### config.mk
export PLATFORM = sky130hd
export DESIGN_NAME = lutram_fifo
export DESIGN_NICKNAME = d
export VERILOG_FILES = /design/src/rtl/lutram_fifo_pkg.sv /design/src/rtl/lutram_sdp.sv /design/src/rtl/lutram_fifo.sv
export SDC_FILE = /design/constraint.sdc
export NUM_CORES = 1
export LEC_CHECK = 0
export CAP_MARGIN = 20
export CORE_MARGIN = 4
export CORE_UTILIZATION = 55
export CTS_BUF_LIST = sky130_fd_sc_hd__clkbuf_2 sky130_fd_sc_hd__clkbuf_4 sky130_fd_sc_hd__clkbuf_8
export CTS_CLUSTER_DIAMETER = 50
export CTS_CLUSTER_SIZE = 14
export DETAILED_ROUTE_END_ITERATION = 6
export GPL_TIMING_DRIVEN = 0
export PLACE_DENSITY = 0.85
export SKIP_LAST_GASP = 1
export SYNTH_ARGS = -nofsm -noshare
export SYNTH_HDL_FRONTEND = slang
export SYNTH_SLANG_ARGS = --single-unit
### constraint.sdc
create_clock -name CLK -period 2.45 [get_ports CLK]
set_input_delay 0.245 -clock CLK [delete_from_list [all_inputs] [get_ports CLK]]
set_output_delay 0.245 -clock CLK [all_outputs]
set_load 0.02 [all_outputs]
### src/rtl/lutram_fifo_pkg.sv
// Shared sizing helpers for the LUT-RAM FIFO.
// The capacity depends on LUTRAM_FIFO_OREG_EN: DEPTH words without it, DEPTH+1 with the output register.
package lutram_fifo_pkg;

  function automatic int clog2_fn(input int n);
    int r;
    r = 0;
    for (int i = 0; i < 31; i++) begin
      if ((1 << i) < n) r = i + 1;
    end
    return r;
  endfunction

  // Pointers carry one extra wrap bit so full and empty can be told apart.
  function automatic int ptr_width(input int depth_log2);
    return depth_log2 + 1;
  endfunction

  function automatic int level_width(input int depth_log2);
    return clog2_fn((1 << depth_log2) * 2);
  endfunction

  function automatic int fifo_capacity(input int depth_log2);
`ifdef LUTRAM_FIFO_OREG_EN
    return (1 << depth_log2) + 1;
`else
    return (1 << depth_log2);
`endif
  endfunction

endpackage

### src/rtl/lutram_sdp.sv
// Simple dual-port distributed RAM: synchronous write, asynchronous read.
// The array is not reset; as LUT RAM its power-up content is all zero.
module lutram_sdp #(
  parameter int WIDTH      = 8,
  parameter int DEPTH_LOG2 = 7
) (
  input  logic                  clk,
  input  logic                  i_we,
  input  logic [DEPTH_LOG2-1:0] i_waddr,
  input  logic [WIDTH-1:0]      i_wdata,
  input  logic [DEPTH_LOG2-1:0] i_raddr,
  output logic [WIDTH-1:0]      o_rdata
);

  localparam int DEPTH = 1 << DEPTH_LOG2;

  logic [WIDTH-1:0] r_mem [DEPTH];

  always_ff @(posedge clk) begin
    if (i_we) r_mem[i_waddr] <= i_wdata;
  end

  assign o_rdata = r_mem[i_raddr];

endmodule

### src/rtl/lutram_fifo.sv
// First-word-fall-through FIFO on distributed RAM with sticky overflow/underflow flags.
// Define LUTRAM_FIFO_OREG_EN to register RD_DATA (adds one word of capacity).
module lutram_fifo
  import lutram_fifo_pkg::*;
#(
  parameter int WIDTH      = 8,
  parameter int DEPTH_LOG2 = 7
) (
  input  logic                  CLK,
  input  logic                  RST_N,
  input  logic                  WR_EN,
  input  logic [WIDTH-1:0]      WR_DATA,
  input  logic                  RD_EN,
  output logic [WIDTH-1:0]      RD_DATA,
  output logic                  FULL,
  output logic                  EMPTY,
  output logic [DEPTH_LOG2:0]   LEVEL,
  output logic                  OVF,
  output logic                  UDF
);

  localparam int PW  = ptr_width(DEPTH_LOG2);
  localparam int LW  = level_width(DEPTH_LOG2);
  localparam int CAP = fifo_capacity(DEPTH_LOG2);

  logic [PW-1:0]    r_wr_ptr;
  logic [PW-1:0]    r_rd_ptr;
  logic             r_ovf;
  logic             r_udf;

  logic             w_ram_empty;
  logic [PW-1:0]    w_ram_level;
  logic [WIDTH-1:0] w_ram_rdata;
  logic             w_ram_we;
  logic             w_rd_adv;
  logic             w_full;
  logic             w_empty;
  logic             w_push_ok;
  logic             w_pop_ok;
  logic [LW-1:0]    w_level;

  assign w_ram_empty = (r_wr_ptr == r_rd_ptr);
  assign w_ram_level = r_wr_ptr - r_rd_ptr;

  lutram_sdp #(
    .WIDTH      (WIDTH),
    .DEPTH_LOG2 (DEPTH_LOG2)
  ) u_ram (
    .clk     (CLK),
    .i_we    (w_ram_we),
    .i_waddr (r_wr_ptr[DEPTH_LOG2-1:0]),
    .i_wdata (WR_DATA),
    .i_raddr (r_rd_ptr[DEPTH_LOG2-1:0]),
    .o_rdata (w_ram_rdata)
  );

`ifdef LUTRAM_FIFO_OREG_EN
  logic             r_oreg_vld;
  logic [WIDTH-1:0] r_oreg_data;
  logic             w_oreg_take;
  logic             w_bypass;

  // The output register refills whenever it is empty or its word leaves this cycle.
  assign w_oreg_take = !r_oreg_vld || w_pop_ok;
  assign w_level     = LW'(w_ram_level) + LW'(r_oreg_vld);
  assign w_full      = (w_level == LW'(CAP));
  assign w_empty     = !r_oreg_vld;
  assign w_push_ok   = WR_EN && !w_full;
  assign w_pop_ok    = RD_EN && r_oreg_vld;
  assign w_bypass    = w_push_ok && w_oreg_take && w_ram_empty;
  assign w_ram_we    = RST_N && w_push_ok && !w_bypass;
  assign w_rd_adv    = w_oreg_take && !w_ram_empty;

  always_ff @(posedge CLK) begin
    if (!RST_N) begin
      r_oreg_vld <= 1'b0;
    end else if (w_oreg_take) begin
      r_oreg_vld <= !w_ram_empty || w_push_ok;
    end
  end

  always_ff @(posedge CLK) begin
    if (RST_N && w_oreg_take) begin
      if (!w_ram_empty)   r_oreg_data <= w_ram_rdata;
      else if (w_push_ok) r_oreg_data <= WR_DATA;
    end
  end

  assign RD_DATA = r_oreg_data;
`else
  logic w_ram_full;

  assign w_ram_full = (r_wr_ptr[PW-1] != r_rd_ptr[PW-1]) &&
                      (r_wr_ptr[PW-2:0] == r_rd_ptr[PW-2:0]);
  assign w_level    = LW'(w_ram_level);
  assign w_full     = w_ram_full;
  assign w_empty    = w_ram_empty;
  assign w_push_ok  = WR_EN && !w_full;
  assign w_pop_ok   = RD_EN && !w_empty;
  assign w_ram_we   = RST_N && w_push_ok;
  assign w_rd_adv   = w_pop_ok;
  assign RD_DATA    = w_ram_rdata;
`endif

  always_ff @(posedge CLK) begin
    if (!RST_N) begin
      r_wr_ptr <= '0;
      r_rd_ptr <= '0;
      r_ovf    <= 1'b0;
      r_udf    <= 1'b0;
    end else begin
      if (w_ram_we)          r_wr_ptr <= r_wr_ptr + 1'b1;
      if (w_rd_adv)          r_rd_ptr <= r_rd_ptr + 1'b1;
      if (WR_EN && w_full)   r_ovf    <= 1'b1;
      if (RD_EN && w_empty)  r_udf    <= 1'b1;
    end
  end

  assign FULL  = w_full;
  assign EMPTY = w_empty;
  assign LEVEL = w_level;
  assign OVF   = r_ovf;
  assign UDF   = r_udf;

endmodule

==> report_table.html, run 1 <==
<table>
<tr><th>Metric</th><th>Value</th></tr>
<tr><th colspan="2">Status</th></tr>
<tr><td>Status</td><td>complete, but fails checks</td></tr>
<tr><td>Violations in the final reports</td><td>negative setup slack</td></tr>
<tr><th colspan="2">Job</th></tr>
<tr><td>Maximum capacitance violations</td><td>0</td></tr>
<tr><th colspan="2">Place</th></tr>
<tr><td>Post-detail-place hpwl</td><td>62.49 mm</td></tr>
<tr><td>Port-buffer cells</td><td>31</td></tr>
<tr><td>Post-detailed-placement cell area</td><td>42570 um2</td></tr>
<tr><td>Routability Congestion</td><td>between 0.9 and 1</td></tr>
<tr><td>Pre-CTS setup slack</td><td>-1621 ps</td></tr>
<tr><th colspan="2">CTS</th></tr>
<tr><td>Clock slew at the register clock pins of the worst setup and hold paths</td><td>90 ps</td></tr>
<tr><td>Clock latency on the worst-skew pair</td><td>760 ps</td></tr>
<tr><td>Number of buffers added by the clock tree synthesis step</td><td>87</td></tr>
<tr><td>Root buffer cell</td><td>clkbuf_8</td></tr>
<tr><td>Sink count of the clock tree</td><td>1049</td></tr>
<tr><td>Clock buffer depth</td><td>3</td></tr>
<tr><td>Total number of H-tree levels</td><td>3</td></tr>
<tr><td>Clock tree from TritonCTS</td><td>done</td></tr>
<tr><th colspan="2">Synthesis</th></tr>
<tr><td>Number of nets in the synthesized netlist</td><td>~2100</td></tr>
<tr><td>Largest cells by area after synthesis</td><td>edfxtp_1 (75%), mux4_2 (11%), mux2i_1 (3.2%), nor2_1 (1.3%), dfxtp_1 (1.2%)</td></tr>
<tr><td>Cell taking the most area after synthesis</td><td>edfxtp_1</td></tr>
<tr><td>Syn_area_per_cell</td><td>between 15 and 20 um2</td></tr>
<tr><td>Mapped Area</td><td>40750 um2</td></tr>
<tr><td>Number of warnings issued by yosys</td><td>0</td></tr>
<tr><td>Fraction of synthesis flops using an asynchronous set or reset pin</td><td>0</td></tr>
<tr><td>Share of Yosys cell area claimed by the top area cell type</td><td>0.7545</td></tr>
<tr><td>Commonest cells in the netlist</td><td>edfxtp_1 (1024), mux4_2 (192), nor2_1 (144)</td></tr>
<tr><td>Cell count after synthesis</td><td>2064</td></tr>
<tr><td>Share of synthesized area occupied by flip-flops and latches</td><td>0.7668</td></tr>
<tr><td>Cell with the most instances after synthesis</td><td>edfxtp_1</td></tr>
<tr><td>Synth Flop Type</td><td>edfxtp_1</td></tr>
<tr><td>Number of synthesized flops with an enable pin</td><td>approximately 1000</td></tr>
<tr><td>Distinct cell type count after synthesis</td><td>around 50</td></tr>
<tr><td>Synthesis-stage register bit count</td><td>1049</td></tr>
<tr><th colspan="2">STA</th></tr>
<tr><td>Period Utilization, post-route</td><td>1.403</td></tr>
<tr><td>Hold violation count in the final report</td><td>0</td></tr>
<tr><td>Final critical delay including setup and external delays</td><td>3437 ps</td></tr>
<tr><td>Tightest slew margin relative to the limit</td><td>0.4902</td></tr>
<tr><td>Slew at the pin with the worst max-slew slack</td><td>758.8 ps</td></tr>
<tr><td>RSZ-0062 raised after global routing</td><td>true</td></tr>
<tr><td>Fmax</td><td>291.0 MHz</td></tr>
<tr><td>Final worst setup slack</td><td>-986.8 ps</td></tr>
<tr><td>Final-report setup violation count</td><td>765</td></tr>
<tr><td>Max Transition Viols Final</td><td>0</td></tr>
<tr><td>Largest clock skew in the final design</td><td>46.52 ps</td></tr>
<tr><th colspan="2">Power and ir drop</th></tr>
<tr><td>Lkg Pwr</td><td>0.01437 uW</td></tr>
<tr><td>Proportion of total power due to net switching</td><td>0.2383</td></tr>
<tr><td>Worst IR Drop VDD</td><td>433.8 uV</td></tr>
<tr><td>Cell-internal power</td><td>25640 uW</td></tr>
<tr><td>Total chip power</td><td>approximately 34000 uW</td></tr>
<tr><td>Logic pwr share</td><td>0.127</td></tr>
<tr><td>Net load switching power</td><td>~8000 uW</td></tr>
<tr><td>Total power density per cell area</td><td>707.0 nW/um2</td></tr>
<tr><td>Clk pwr share</td><td>0.287</td></tr>
<tr><td>Register share of total power</td><td>0.586</td></tr>
<tr><th colspan="2">Floorplanning</th></tr>
<tr><td>Die area</td><td>78510 um2</td></tr>
<tr><td>Initial standard-cell utilization of the core</td><td>0.5567</td></tr>
<tr><td>Total core area</td><td>approximately 73000 um2</td></tr>
<tr><td>Die Width</td><td>roughly 280 um</td></tr>
<tr><td>Floorplan row count</td><td>99</td></tr>
<tr><td>Total I/O pin count</td><td>32</td></tr>
<tr><td>Die height</td><td>280.2 um</td></tr>
<tr><th colspan="2">Critical path</th></tr>
<tr><td>CP Capture Type</td><td>primary output</td></tr>
<tr><td>Startpoint type of the worst setup path</td><td>flip-flop</td></tr>
<tr><td>Required time reported for the critical path endpoint</td><td>2200 ps</td></tr>
<tr><td>Arrival time worst endpoint</td><td>between 3000 and 4000 ps</td></tr>
<tr><td>Category of the critical setup timing path</td><td>reg -&gt; out</td></tr>
<tr><td>Critical-path maximum fanout</td><td>10</td></tr>
<tr><th colspan="2">Drt</th></tr>
<tr><td>Total iterations of the first detailed-routing run</td><td>6</td></tr>
<tr><td>Wire length per cell</td><td>33.95 um</td></tr>
<tr><td>Antenna viol nets, final</td><td>0</td></tr>
<tr><td>Post-detailed-routing wire length</td><td>111.0 mm</td></tr>
<tr><td>Routed via count</td><td>around 23000</td></tr>
<tr><td>Detailed-route DRC error count</td><td>0</td></tr>
<tr><td>First DRT Iteration DRCs</td><td>3784</td></tr>
<tr><td>Vias per cell</td><td>7.072</td></tr>
<tr><th colspan="2">Global routing</th></tr>
<tr><td>Largest net degree at the start of global routing</td><td>89</td></tr>
<tr><td>Antenna violations before repair</td><td>2</td></tr>
<tr><td>Number of global-route vias before repair</td><td>between 20000 and 25000</td></tr>
<tr><td>Global-route wire length before repair</td><td>between 100 and 150 mm</td></tr>
<tr><td>Total overflow reported by the global router</td><td>0</td></tr>
<tr><td>Total Routing Usage GR</td><td>0.2581</td></tr>
<tr><th colspan="2">Finish</th></tr>
<tr><td>Fill count</td><td>4127</td></tr>
<tr><td>Multi-input gate area</td><td>approximately 11000 um2</td></tr>
<tr><td>Layout cells sized above 1</td><td>0.3596</td></tr>
<tr><td>Final Cell Area</td><td>47610 um2</td></tr>
<tr><td>Final-stage net count</td><td>2299</td></tr>
<tr><td>Synthesis-to-layout area growth</td><td>16.82%</td></tr>
<tr><td>Storage cell area</td><td>roughly 31000 um2</td></tr>
<tr><th colspan="2">Hold path</th></tr>
<tr><td>Hold crit path type</td><td>in -&gt; reg</td></tr>
</table>
[metrics by stage]
stage	instances	TNS, ps	utilization	hold WS, ps
detailed placement	3062	-1027800	0.5815	492.6
global route	3269	-71770	0.6503	63.85
finish	3269	-44860	0.6503	52.68
floorplan	2064	-40290	-	343.9
CTS	3217	-20720	0.6314	29.29
global placement	3054	-3169710	0.5788	472.2
[final timing paths]
check,from,endpoint,slack (ps),cells past startpoint
worst min-delay path,WR_DATA[1],u_ram.r_mem[84][1]$_DFFE_PP_,50,1
worst max register to register,r_rd_ptr[5]$_SDFFE_PN0P_,u_ram.r_mem[106][1]$_DFFE_PP_,-150,11
worst max-delay path,flip-flop,RD_DATA[0],-990,9
worst min register to register,UDF$_SDFFE_PN0P_,UDF$_SDFFE_PN0P_,560,2
[sequential cells by signal, summed over array words and instances (netlist names), named ones only]
signal and count:
r_wr_ptr 8, r_rd_ptr 8, OVF 1, u_ram.r_mem 1024, UDF 1
[cells in the final DEF (no fill, tap or decap), types with 8 or more instances in the layout]
cell       count
nand2_2       22
a22oi_2       13
buf_12        33
clkbuf_16      8
o22ai_2       17
a22oi_1       51
nor2_4       125
o22ai_1       29
buf_4         90
buf_8         14
edfxtp_1    1024
mux4_2       192
dfxtp_1        9
clkbuf_8      91
a211oi_1      43
nand2_1       83
o21ai_0        9
a211oi_2      13
and2_1        14
clkbuf_2      20
mux2i_1      127
clkbuf_4      27
dfxtp_2        8
nor4_4         8
buf_6         31
nand3_4       11
xnor2_1       12
o22ai_4       10
dfxtp_4        8
nor2_1        14
buf_16        14
[power by group through the flow]
stage / combinational (uW) / clock, uW / sequential (uW)
final: 4280 / 9660 / 19700
after detailed placement: 3500 / 0 / 20100
after CTS: 3880 / 9450 / 19700
after global routing: 4420 / 10300 / 19700
after floorplan: 2250 / 0 / 20100
after global placement: 3360 / 0 / 20200
[logic make-up (layout without fill, tap and decap cells)]
group / after synthesis / count (layout) / share of synthesized area
muxes: 322 / 322 / 0.1380
xor gates and xnor gates: 20 / 20 / 0.004483
DFF: 1049 / 1049 / 0.7668
other: 0 / 2 / 0
and+or+nand+nor: 336 / 336 / 0.03733
adders and majority gates: 10 / 10 / 0.003254
AOI/OAI and AO/OA: 201 / 201 / 0.03445
buffers and inverters: 126 / 370 / 0.01563
[routing by layer]
layer	wire, um	vias to the layer above	GRT usage
met5	0	-	0
met4	6928	0	0.1103
met3	15200	475	0.06091
met2	52670	2286	0.4127
met1	36170	11563	0.3468
li1	-	8793	-
[worst max-delay path, stage by stage, from the launching register on]
cell	delay, ps
dfxtp_1	340
clkbuf_4	210
buf_6	220
buf_4	250
mux4_2	290
a22oi_1	160
nand2_1	180
nand3_4	130
nor4_4	440
buf_4	230
[cell type report]
type	instances	share of cell area
Sequential cell	1049	0.6572
Multi-Input combinational cell	889	0.2255
Timing Repair Buffer	130	0.03548
Clock buffer	109	0.02915
Tap cell	959	0.02520
Buffer	110	0.02323
Clock inverter	11	0.003049
Inverter	10	0.0009987
Antenna cell	2	0.0001051
[repair_timing]
item / CTS / global route
hold buffers: 3 / 0
setup endpoints to repair: 1047 / 986
resized for setup: 536 / 168
pin swaps: 55 / 97
setup buffers: 36 / 46
hold endpoints to repair: 56 / 0
cloned: 1 / 8
Note: power is estimated with default switching activity, not from simulation.
==> run 2: changes to the inputs <==
--- a/config.mk
+++ b/config.mk
@@ -6,7 +6,6 @@
 export NUM_CORES = 1
 export LEC_CHECK = 0
 export CAP_MARGIN = 20
-export CORE_MARGIN = 4
 export CORE_UTILIZATION = 55
 export CTS_BUF_LIST = sky130_fd_sc_hd__clkbuf_2 sky130_fd_sc_hd__clkbuf_4 sky130_fd_sc_hd__clkbuf_8
 export CTS_CLUSTER_DIAMETER = 50
@@ -14,7 +13,6 @@
 export DETAILED_ROUTE_END_ITERATION = 6
 export GPL_TIMING_DRIVEN = 0
 export PLACE_DENSITY = 0.85
-export SKIP_LAST_GASP = 1
 export SYNTH_ARGS = -nofsm -noshare
 export SYNTH_HDL_FRONTEND = slang
 export SYNTH_SLANG_ARGS = --single-unit
==> report_table.html, run 2 (synthesized netlist as in run 1, its figures left out) <==
<table>
<tr><th>Metric</th><th>Value</th></tr>
<tr><th colspan="2">Status</th></tr>
<tr><td>Status</td><td>complete, but fails checks</td></tr>
<tr><td>Violations in the final reports</td><td>design-rule violations, negative setup slack</td></tr>
<tr><th colspan="2">Critical path</th></tr>
<tr><td>Required time reported for the critical path endpoint</td><td>2200 ps (about the same)</td></tr>
<tr><td>Setup slack, reg-to-reg</td><td>-420 ps (-270 ps)</td></tr>
<tr><td>Slowest cell on crit path</td><td>dfxtp_1</td></tr>
<tr><td>Worst Reg-to-Reg Cells</td><td>15 (+4)</td></tr>
<tr><td>Largest delay share family, worst path</td><td>simple AND/OR/NAND/NOR gates</td></tr>
<tr><td>Number of buffers and inverters on the critical path</td><td>2 (-2)</td></tr>
<tr><td>Category of the critical setup timing path</td><td>reg -&gt; out</td></tr>
<tr><td>Worst r2r dst</td><td>u_ram.r_mem[43][5]$_DFFE_PP_</td></tr>
<tr><td>Highest cell delay on the worst timing path</td><td>710 ps (+270 ps)</td></tr>
<tr><td>Ordered cell list for the critical path</td><td>or3b_2 &gt; clkbuf_1 &gt; a211oi_1 &gt; nand2_1 &gt; nand2_2 &gt; nor4_4 &gt; buf_4</td></tr>
<tr><td>Startpoint of the worst register-to-register path</td><td>r_rd_ptr[1]$_SDFFE_PN0P_</td></tr>
<tr><td>Critical-path maximum fanout</td><td>8 (-2)</td></tr>
<tr><td>CP Capture Type</td><td>primary output</td></tr>
<tr><td>Arrival time worst endpoint</td><td>3300 ps (+110 ps)</td></tr>
<tr><td>Startpoint type of the worst setup path</td><td>flip-flop</td></tr>
<tr><th colspan="2">CTS</th></tr>
<tr><td>Clock slew at the register clock pins of the worst setup and hold paths</td><td>100 ps (about the same)</td></tr>
<tr><td>Sink count of the clock tree</td><td>1049 (unchanged)</td></tr>
<tr><td>Clock buffer depth</td><td>3 (unchanged)</td></tr>
<tr><td>Clock tree from TritonCTS</td><td>done</td></tr>
<tr><td>Total number of H-tree levels</td><td>3 (unchanged)</td></tr>
<tr><td>Clock latency on the worst-skew pair</td><td>780 ps (+20 ps)</td></tr>
<tr><td>Root buffer cell</td><td>clkbuf_8</td></tr>
<tr><td>Number of buffers added by the clock tree synthesis step</td><td>89 (+2.3%)</td></tr>
<tr><th colspan="2">STA</th></tr>
<tr><td>Tightest slew margin relative to the limit</td><td>0.3614 (-0.1288)</td></tr>
<tr><td>RSZ-0062 raised after global routing</td><td>true</td></tr>
<tr><td>Slew at the pin with the worst max-slew slack</td><td>950.6 ps (+191.8 ps)</td></tr>
<tr><td>Fmax</td><td>282.4 MHz (-2.9%)</td></tr>
<tr><td>Largest clock skew in the final design</td><td>62.45 ps (+15.93 ps)</td></tr>
<tr><td>Period Utilization, post-route</td><td>1.445 (+0.04254)</td></tr>
<tr><td>Final-layout setup total negative slack</td><td>-106890 ps (-62030 ps)</td></tr>
<tr><td>Worst hold slack across all endpoints</td><td>71.02 ps (+18.34 ps)</td></tr>
<tr><td>Final worst setup slack</td><td>-1091 ps (-104.2 ps)</td></tr>
<tr><td>Max Transition Viols Final</td><td>0 (unchanged)</td></tr>
<tr><td>Hold violation count in the final report</td><td>0 (unchanged)</td></tr>
<tr><td>Final critical delay including setup and external delays</td><td>3541 ps (+104.2 ps)</td></tr>
<tr><td>Final-report setup violation count</td><td>847 (+11%)</td></tr>
<tr><th colspan="2">Global routing</th></tr>
<tr><td>Largest net degree at the start of global routing</td><td>97 (+9.0%)</td></tr>
<tr><td>Grt peak-use layer</td><td>met2</td></tr>
<tr><td>Global-route wire length before repair</td><td>149.8 mm (+1.1%)</td></tr>
<tr><td>Total Routing Usage GR</td><td>0.2808 (+0.02272)</td></tr>
<tr><td>Met3 Use GR</td><td>0.07015 (+0.009238)</td></tr>
<tr><td>GR Layer Usage met1</td><td>0.3658 (+0.01899)</td></tr>
<tr><td>Total overflow reported by the global router</td><td>0 (unchanged)</td></tr>
<tr><td>Number of global-route vias before repair</td><td>22434 (+0.89%)</td></tr>
<tr><td>Met2 routing resource usage after global routing</td><td>0.4456 (+0.03298)</td></tr>
<tr><td>Antenna violations before repair</td><td>1 (-1)</td></tr>
<tr><th colspan="2">Finish</th></tr>
<tr><td>Fill count</td><td>4094 (-0.80%)</td></tr>
<tr><td>Flip-flop count of the largest register after layout</td><td>1024 (unchanged)</td></tr>
<tr><td>Final-stage net count</td><td>2339 (+1.7%)</td></tr>
<tr><td>Commonest non-fill, non-tap cell in the layout</td><td>edfxtp_1</td></tr>
<tr><td>Largest registers</td><td>u_ram.r_mem (1024), r_rd_ptr (8), r_wr_ptr (8)</td></tr>
<tr><td>Layout cells sized above 1</td><td>0.3841 (+0.02451)</td></tr>
<tr><td>Synthesis-to-layout area growth</td><td>18.73%</td></tr>
<tr><td>Top library cells by usage in the layout, fill and taps aside</td><td>edfxtp_1 (1024), mux4_2 (192), nor2_4 (128)</td></tr>
<tr><td>Largest register by flop count</td><td>u_ram.r_mem</td></tr>
<tr><th colspan="2">Power and ir drop</th></tr>
<tr><td>Total power density per cell area</td><td>696.6 nW/um2 (-1.5%)</td></tr>
<tr><td>Proportion of total power due to net switching</td><td>0.2442 (+0.005865)</td></tr>
<tr><td>Clk pwr share</td><td>0.287 (about the same)</td></tr>
<tr><td>Worst IR Drop VDD</td><td>394.4 uV (-9.1%)</td></tr>
<tr><td>Total chip power</td><td>33710 uW (+0.14%)</td></tr>
<tr><td>Cell-internal power</td><td>25480 uW (-0.63%)</td></tr>
<tr><td>Net load switching power</td><td>8229 uW (+2.6%)</td></tr>
<tr><td>Lkg Pwr</td><td>0.01471 uW (+2.3%)</td></tr>
<tr><td>Register share of total power</td><td>0.585 (about the same)</td></tr>
<tr><td>Logic pwr share</td><td>0.128 (about the same)</td></tr>
<tr><th colspan="2">Floorplanning</th></tr>
<tr><td>Floorplan row count</td><td>99 (unchanged)</td></tr>
<tr><td>Initial standard-cell utilization of the core</td><td>0.5576 (+0.0009435)</td></tr>
<tr><td>Total I/O pin count</td><td>32 (unchanged)</td></tr>
<tr><td>Die Width</td><td>274.2 um (-2.1%)</td></tr>
<tr><td>Total core area</td><td>73080 um2 (-0.17%)</td></tr>
<tr><td>Die height</td><td>274.2 um (-2.1%)</td></tr>
<tr><td>Die area</td><td>75190 um2 (-4.2%)</td></tr>
<tr><th colspan="2">Hold path</th></tr>
<tr><td>Hold Path Depth</td><td>1 (unchanged)</td></tr>
<tr><td>Source of the worst hold timing path</td><td>WR_DATA[3]</td></tr>
<tr><td>Worst hold endpoint</td><td>u_ram.r_mem[71][3]$_DFFE_PP_</td></tr>
<tr><td>Hold crit path type</td><td>in -&gt; reg</td></tr>
<tr><th colspan="2">Job</th></tr>
<tr><td>Maximum capacitance violations</td><td>0 (unchanged)</td></tr>
<tr><th colspan="2">Drt</th></tr>
<tr><td>First DRT Iteration DRCs</td><td>3885 (+2.7%)</td></tr>
<tr><td>Routed via count</td><td>23507 (+1.7%)</td></tr>
<tr><td>Vias per cell</td><td>7.089 (+0.25%)</td></tr>
<tr><td>Detailed-route DRC error count</td><td>6 (+6)</td></tr>
<tr><td>Total iterations of the first detailed-routing run</td><td>7 (+1)</td></tr>
<tr><td>Wire length per cell</td><td>35.05 um (+3.3%)</td></tr>
<tr><td>Antenna viol nets, final</td><td>0 (unchanged)</td></tr>
<tr><td>Post-detailed-routing wire length</td><td>116.2 mm (+4.7%)</td></tr>
<tr><th colspan="2">Place</th></tr>
<tr><td>Port-buffer cells</td><td>31 (unchanged)</td></tr>
<tr><td>Routability Congestion</td><td>0.9796 (+2.6%)</td></tr>
<tr><td>Post-detail-place hpwl</td><td>62.83 mm (+0.54%)</td></tr>
</table>
==> run 2: cell count changes in the layout (fill, tap and decap cells not counted), sizes merged <==
cell	change
buf	+41
bufinv	-2
clkbuf	-6
clkdlybuf4s15	+1
clkinv	+9
clkinvlp	+2
diode	-1
dlygate4sd2	-1
dlygate4sd3	+1
inv	+3
==> run 2: routing by layer <==
layer / part of all wire / up-vias
met5: 0 / -
met4: 0.070 / 0
met3: 0.14 / 555
met2: 0.47 / 2402
met1: 0.32 / 11670
li1: - / 8880
==> run 2: power groups by stage <==
stage          Clock [uW]  Sequential, uW  Combinational, uW
2_1_floorplan           0           20100               2250
3_3_place_gp            0           20200               3340
3_5_place_dp            0           20100               3480
4_1_cts              9360           19700               3880
5_1_grt             10200           19700               4420
6_report             9670           19700               4300
==> run 2: area by class of cell <==
cell class	instances	area [um2]	share of cell area
Inverter	10	40.04	0.0008275
Timing Repair Buffer	170	2176	0.04497
Multi-Input combinational cell	889	10980	0.2270
Antenna cell	1	2.502	0.00005172
Tap cell	959	1200	0.02480
Buffer	108	1160	0.02397
Clock inverter	23	171.4	0.003543
Sequential cell	1049	31280	0.6465
Clock buffer	107	1373	0.02837
==> run 2: how the worst max path moves through the flow <==
| stage | to | slack (ps) | cells past startpoint |
|---|---|---|---|
| floorplan | u_ram.r_mem[61][0]$_DFFE_PP_ | -140 | 9 |
| global placement | u_ram.r_mem[52][2]$_DFFE_PP_ | -2460 | 1 |
| detailed placement | RD_DATA[2] | -1550 | 7 |
| CTS | RD_DATA[1] | -850 | 8 |
| global route | RD_DATA[3] | -1050 | 10 |
| finish | RD_DATA[0] | -1090 | 7 |
==> run 2: worst reg2reg max path, delay by kind of cell, from the launching register on <==
kind | cells | cell delay (ps)
adders and majority gates | 1 | 220
buffers and inverters | 9 | 1190
DFF | 1 | 360
and+or+nand+nor | 5 | 740
==> run 2: what timing repair did <==
action / in CTS / in global routing
pin swaps: 55 / 102
setup endpoints to repair: 1047 / 977
cloned: 3 / 6
hold buffers: 4 / 0
buffers inserted: 55 / 70
gates resized for setup: 585 / 215
endpoints found under the hold margin: 97 / 0
==> run 2: through the flow <==
stage	area [um2]	utilization	instances	worst slack, ps
finish	48390	0.6621	3316	-1091
global route	48390	0.6621	3316	-1054
CTS	46700	0.6390	3248	-847.1
detailed placement	42570	0.5825	3062	-1553
global placement	42370	0.5798	3054	-2461
floorplan	40860	-	2064	-135.4
